### src/rtl/pattern_mask_detector.sv
`default_nettype none
// ============================================================================
// Module  : pattern_mask_detector
// Purpose : Serial detector comparing the last N enabled samples against a
//           run-time pattern with care mask, optional inverted-polarity
//           match, overlap control and a saturating match counter.
// Revision: 1.0 - initial release
// ============================================================================
module pattern_mask_detector #(
  parameter int N  = 3,
  parameter int CW = 8
) (
  input  logic          clk,
  input  logic          rst,
  input  logic          en,
  input  logic          x,
  input  logic [N-1:0]  pat,
  input  logic [N-1:0]  mask,
  input  logic          inv_ok,
  input  logic          ovl,
  input  logic          clr,
  output logic          y,
  output logic          y_q,
  output logic [CW-1:0] cnt
);

  localparam int              c_fw       = $clog2(N);
  localparam logic [c_fw-1:0] c_fill_max = c_fw'(N - 1);
  localparam logic [CW-1:0]   c_cnt_max  = {CW{1'b1}};

  typedef enum logic [0:0] {
    S_FILL  = 1'b0,
    S_ARMED = 1'b1
  } state_t;

  state_t          r_state;
  state_t          w_state_nxt;
  logic [N-2:0]    r_hist;
  logic [c_fw-1:0] r_fill;
  logic [c_fw-1:0] w_fill_nxt;
  logic [CW-1:0]   r_cnt;
  logic [CW-1:0]   w_cnt_nxt;
  logic            r_y_q;

  logic [N-1:0]    w_win;
  logic [N-1:0]    w_diff_pos;
  logic [N-1:0]    w_diff_neg;
  logic            w_hit;
  logic            w_y;

  // Window: previous samples followed by the bit presented this cycle.
  assign w_win      = {r_hist, x};
  assign w_diff_pos = (w_win ^ pat)  & mask;
  assign w_diff_neg = (w_win ^ ~pat) & mask;
  assign w_hit      = (w_diff_pos == '0) || (inv_ok && (w_diff_neg == '0));
  assign w_y        = en && (r_state == S_ARMED) && w_hit;

  always_comb begin
    w_fill_nxt  = r_fill;
    w_state_nxt = r_state;
    if (en) begin
      if (w_y && !ovl) begin
        // Non-overlap: the matched window is consumed entirely.
        w_fill_nxt  = '0;
        w_state_nxt = S_FILL;
      end else if (r_state == S_FILL) begin
        w_fill_nxt  = r_fill + c_fw'(1);
        w_state_nxt = (r_fill == c_fill_max - c_fw'(1)) ? S_ARMED : S_FILL;
      end
    end
  end

  always_comb begin
    w_cnt_nxt = r_cnt;
    if (clr) begin
      w_cnt_nxt = '0;
    end else if (w_y && (r_cnt != c_cnt_max)) begin
      w_cnt_nxt = r_cnt + CW'(1);
    end
  end

  always_ff @(posedge clk or negedge rst) begin
    if (!rst) begin
      r_state <= S_FILL;
      r_fill  <= '0;
      r_hist  <= '0;
      r_cnt   <= '0;
      r_y_q   <= 1'b0;
    end else begin
      r_state <= w_state_nxt;
      r_fill  <= w_fill_nxt;
      r_cnt   <= w_cnt_nxt;
      r_y_q   <= w_y;
      if (en) begin
        r_hist <= w_win[N-2:0];
      end
    end
  end

  assign y   = w_y;
  assign y_q = r_y_q;
  assign cnt = r_cnt;

endmodule
`default_nettype wire

### config.mk
export PLATFORM = sky130hd
export DESIGN_NAME = pattern_mask_detector
export DESIGN_NICKNAME = d
export VERILOG_FILES = /design/src/rtl/pattern_mask_detector.sv
export SDC_FILE = /design/constraint.sdc
export NUM_CORES = 1
export LEC_CHECK = 0
export BUFFER_PORTS_ARGS = -buffer_cell sky130_fd_sc_hd__buf_2
export CORE_MARGIN = 2
export CORE_UTILIZATION = 49
export DETAILED_ROUTE_END_ITERATION = 7
export PLACE_DENSITY = 0.8
export SLEW_MARGIN = 5
export SYNTH_ARGS = -nofsm -noshare
export SYNTH_HDL_FRONTEND = slang
export SYNTH_SLANG_ARGS = --single-unit
export TNS_END_PERCENT = 50
### constraint.sdc
create_clock -name clk -period 2.3 [get_ports clk]
set_clock_uncertainty 0.15 [all_clocks]
set_input_delay 0.115 -clock clk [delete_from_list [all_inputs] [get_ports clk]]
set_output_delay 0.115 -clock clk [all_outputs]
set_load 0.02 [all_outputs]
# Word level (Yosys, flattened, before mapping)
# Cells that the tools add are included.
# totals
regBits	14
in_bits	13
output_inout_bits	10
wordCells	33
# classes
add_sub_neg	2
n_eq_ne	3
mux	7
bitwise_logic	5
n_reduce_logical	11
# ops
cell	count
$mux W8	2
$add A8 B1 Y8 const B	1
$ne A8 B8 Y1 const B	1
$and A3 B3 Y3	2
$logic_not A3 Y1	2
$xor A3 B3 Y3	2
$logic_and A1 B1 Y1	5
$mux W2	2
$mux W1	3
$not A3 Y3	1
$add A2 B1 Y2 const B	1
$eq A2 B1 Y1 const B	1
$ne A2 B1 Y1 const B	1
$reduce_and A2 Y1	1
$reduce_bool A2 Y1	1
$logic_not A1 Y1	1
$logic_or A1 B1 Y1	1

# Longest topological paths before layout
# logic_depth
word_depth	10
depth_mapped	7
depth_no_buf	5

# Least setup slack after synthesis
# OpenSTA, ideal clock, no wires.
# synth_timing
path_type	register -> register
start	register r_cnt[0], in the netlist cnt[0]
end	register r_cnt[3], in the netlist cnt[3]
setup_time_ns	0.078
arrival_ns	1.565
required_ns	2.072
path_slack_ns	0.507
path_stages_with_launch	6
n_path_buf	0
period_less_slack_ns	1.793
cell_sequence	dfrtp_1 ha_1 nand3_1 nor2_1 or4_1 a21oi_1
# synth_via
elab_chain_len	3
word_cells_on_any_way	6
cone_classes	add/sub: 1; eq/ne: 1; mux: 2; reduce/logical: 2
# synth_rtl
element	line_no	source
start, declared	41	logic [CW-1:0] r_cnt;
start signal, assigned	92	r_cnt <= w_cnt_nxt;
$add A8 B1 Y8 or $ne A8 B8 Y1 (tied branches)	78, 77	
$mux W8 or $logic_and A1 B1 Y1 (tied branches)	77	end else if (w_y && (r_cnt != c_cnt_max)) begin
$mux W8 or $reduce_bool A2 Y1 (tied branches)	--	
# Parallel ways exist; a longest one is shown, timed or not. The select of a mux whose other input is x is not followed.
# A chain may end at the register's enable or synchronous reset.

# Worst setup path in the final report
# layout_timing
start	input port x
end	output port y
# layout_via
elab_chain_len	6
word_cells_on_any_way	9
cone_classes	bitwise: 4; reduce/logical: 5
# layout_rtl
element	line_no	source
start, declared	16	input logic x,
$xor A3 B3 Y3	54	assign w_diff_neg = (w_win ^ ~pat) & mask;
$and A3 B3 Y3	54	
$logic_not A3 Y1	55	assign w_hit = (w_diff_pos == '0) || (inv_ok && (w_diff_neg == '0));
$logic_and A1 B1 Y1	55	
$logic_or A1 B1 Y1 (*)	55	
$logic_and A1 B1 Y1 (*)	56	assign w_y = en && (r_state == S_ARMED) && w_hit;
end, declared	22	output logic y,
# Mark *: on every way between the ends. The rest lies on a longest branch, timed or not.

==> flow_metrics.py <==
metrics = {
    "die": {
        "core_mm2": 0.00151,
        "fp.dieH_um": 44.0,
        "initial_utilization_pct": 52.1,
        "io_pins": 23,
        "die_x_um": 44.0,
        "rows": 14,
        "fp.dieArea_mm2": 0.00194,
    },
    "clocking": {
        "clk_path_buf_depth": 2,
        "root_buffer": "clkbuf_4",
        "cts_made_buffers": 3,
        "worstSkewPairLatency_ns": 0.28,
        "clock_sinks": 14,
        "ctsHtreeMaxLevel": 1,
        "cts_tree": "yes",
        "post_cts_buffers": 0,
        "clk_pin_slew_worst_paths_ns": 0.08,
    },
    "global_route": {
        "grt_use_total_pct": 19.1,
        "grt_max_degree": 18,
        "antenna_found_initial": 0,
        "grt_pass1_vias": 684,
        "overflow": 0,
        "grt_pass1_wl_um": 2750,
    },
    "drt": {
        "wire_per_inst_um": 13.3,
        "route.detailed.drc": 0,
        "ant_nets": 0,
        "num_vias": 704,
        "drt-initial-drc-count": 9,
        "drt_first_pass_iters": 4,
        "wirelength_um": 1640,
        "vias_per_cell": 5.72,
    },
    "status": {
        "outcome": "finished clean",
    },
    "min_path": {
        "hold_path.startpoint": "en",
        "hold_class": "in -> reg",
        "hold_depth": 3,
        "whs_endpoint": "r_state$_DFFE_PN0P_",
    },
    "worst_setup_path": {
        "critPathBufInv": 4,
        "arrival_ns": 1.82,
        "cp_max_fo": 17,
        "crit_chain": "dlygate4sd3_1, buf_2, xor2_1, o22ai_1, a2bb2oi_4, inv_1, buf_2",
        "regToRegEndpoint": "cnt[2]$_DFFE_PN0P_",
        "r2r_slack_ns": 0.36,
        "cp.required_ns": 2.04,
        "cp-start-kind": "primary input",
        "crit_family": "buffers and inverters",
        "reg2regPathDepth": 5,
        "crit_top_cell": "buf_2",
        "path_class": "in -> out",
        "endpoint_kind": "output port",
        "r2r-start": "r_hist[0]$_DFFE_PN0P_",
        "slowest_delay_ns": 0.53,
        "slowest_stage": "dlygate4sd3_1",
    },
    "yosys": {
        "yosysWarnings": 0,
        "synth_area_leaders": "dfrtp_1, mux2_2, xor2_1",
        "synth-compound-area-share_pct": 16.3,
        "synth-main-ff-cell": "dfrtp_1",
        "synth_top_area_share_pct": 44.7,
        "synthSimpleGateAreaFrac_pct": 20.9,
        "ys_seq_area_share_pct": 44.7,
        "synth_cells": 80,
        "synthesis.area_um2": 785,
        "yosysUniqueCellTypes": 32,
        "synth_common_cells": "dfrtp_1, inv_1, a21oi_1, nor2_1",
        "async_flop_share_pct": 100,
        "synth_edf_count": 0,
        "syn-num-nets": 95,
        "yosysMostFrequentCell": "dfrtp_1",
        "yosysTopAreaCell": "dfrtp_1",
        "ys_ff_latch": 14,
        "avgSynthCellArea_um2": 9.81,
        "synth.area.mux_share_pct": 7.02,
        "synthAdderAreaFrac_pct": 3.19,
        "synth_xor_area_share_pct": 3.35,
        "synth_top_family_by_area": "simple AND/OR/NAND/NOR gates",
    },
    "finish": {
        "area_delta_synth_final_pct": 26.0,
        "n_antenna_cell": 0,
        "finalNetCount": 123,
        "drive_gt1_share_pct": 32.7,
    },
    "placed_design": {
        "dp_hpwl_um": 1180,
        "io_buffer_count": 22,
        "place.gp.congestion": 0.756,
    },
    "sta": {
        "worstMarginPinSlew_ns": 0.470,
        "finalHoldViolations": 0,
        "clock.fmax_mhz": 479,
        "finalMaxSlewViolations": 0,
        "rsz0062_at_grt": "no",
        "period_needed_ns": 2.09,
        "finalSetupTns_ns": 0,
        "finalSetupViolations": 0,
        "slew_headroom_pct": 68.5,
        "fin_crit_sh_pct": 90.8,
    },
    "power_and_ir_drop": {
        "p_total_w": 0.000707,
        "pwr_density_cell_mw_per_mm2": 715,
        "leakage_nw": 0.478,
        "vdd_ir_drop_max_mv": 0.311,
    },
    "job": {
        "drv_cap": 0,
    },
}
-- per-layer routing --
metal	vias up	global-route usage, %	part of all wire (%)
met2	26	33.2	49
li1	343	-	-
met4	0	9.09	2.3
met5	-	0	0
met3	5	2.45	5.0
met1	330	23.5	43
-- cell families after synthesis --
group,count (synthesis)
flip-flops,14
XOR/XNOR,3
multiplexers,5
buffers and inverters,9
AND/OR/NAND/NOR,29
AO/OA/AOI/OAI,18
adder cells (fa/ha/maj),2
-- cell type report --
class	instances	area, µm²
Tap cell	16	20.0
Timing Repair Buffer	26	150
Clock buffer	4	36.3
Sequential cell	14	350
Fill cell	132	518
Multi-Input combinational cell	57	409
Inverter	6	22.5
-- sequential cells by signal, summed over array words and instances (netlist names) --
name and flops:
cnt 8, r_hist 2, r_fill 2, y_q 1, r_state 1
-- worst max path at each step --
stage,cells after the start,start,endpoint
6_report,7,x,y
5_1_grt,7,x,y
2_1_floorplan,5,cnt[0]$_DFFE_PN0P_,cnt[3]$_DFFE_PN0P_
4_1_cts,7,x,y
3_5_place_dp,5,r_hist[0]$_DFFE_PN0P_,cnt[4]$_DFFE_PN0P_
3_3_place_gp,5,r_hist[0]$_DFFE_PN0P_,cnt[4]$_DFFE_PN0P_
-- repair_timing --
action,4_1_cts,5_1_grt
hold buffers,4,0
endpoints found under the hold margin,22,0
setup endpoints to repair,0,1
resized for setup,0,1
-- tightest hold or removal path, delay by kind of cell --
family | cells | cell delay [ns]
AO/OA/AOI/OAI | 1 | 0.09
buffers and inverters | 1 | 0.16
AND/OR/NAND/NOR | 1 | 0.08
-- through the flow --
step / util, % / area, µm² / setup WS (ns) / hold WS, ns / instances
final: 65.6 / 988 / 0.211 / 0.0443 / 123
after detailed placement: 59.8 / 901 / 0.255 / -0.125 / 115
after CTS: 64.9 / 977 / 0.0761 / 0.0376 / 123
after floorplan: - / 785 / 0.507 / -0.331 / 80
after global routing: 65.6 / 988 / 0.114 / 0.0784 / 123
after global placement: 59.8 / 901 / 0.368 / -0.129 / 115
-- report_power, final --
group          total, W  internal, W  switching (W)
registers      0.000324     0.000287      0.0000379
logic          0.000206     0.000101       0.000106
clock network  0.000176    0.0000964      0.0000797
total          0.000707     0.000484       0.000224
-- placed cells by master, fill, tap and decap left out, drive strengths merged, types with 2 or more instances in the layout --
master / n
nand3: 4
buf: 22
dfrtp: 14
mux2: 4
clkbuf: 4
inv: 6
nor3: 2
nor4b: 2
o21bai: 2
nand2: 4
a21oi: 5
o21ai: 2
o22ai: 2
ha: 2
xor2: 3
dlygate4sd3: 4
nor2: 5
nor3b: 3
a31o: 2
nor2b: 2
No activity file was read; power rests on OpenSTA's default activity.
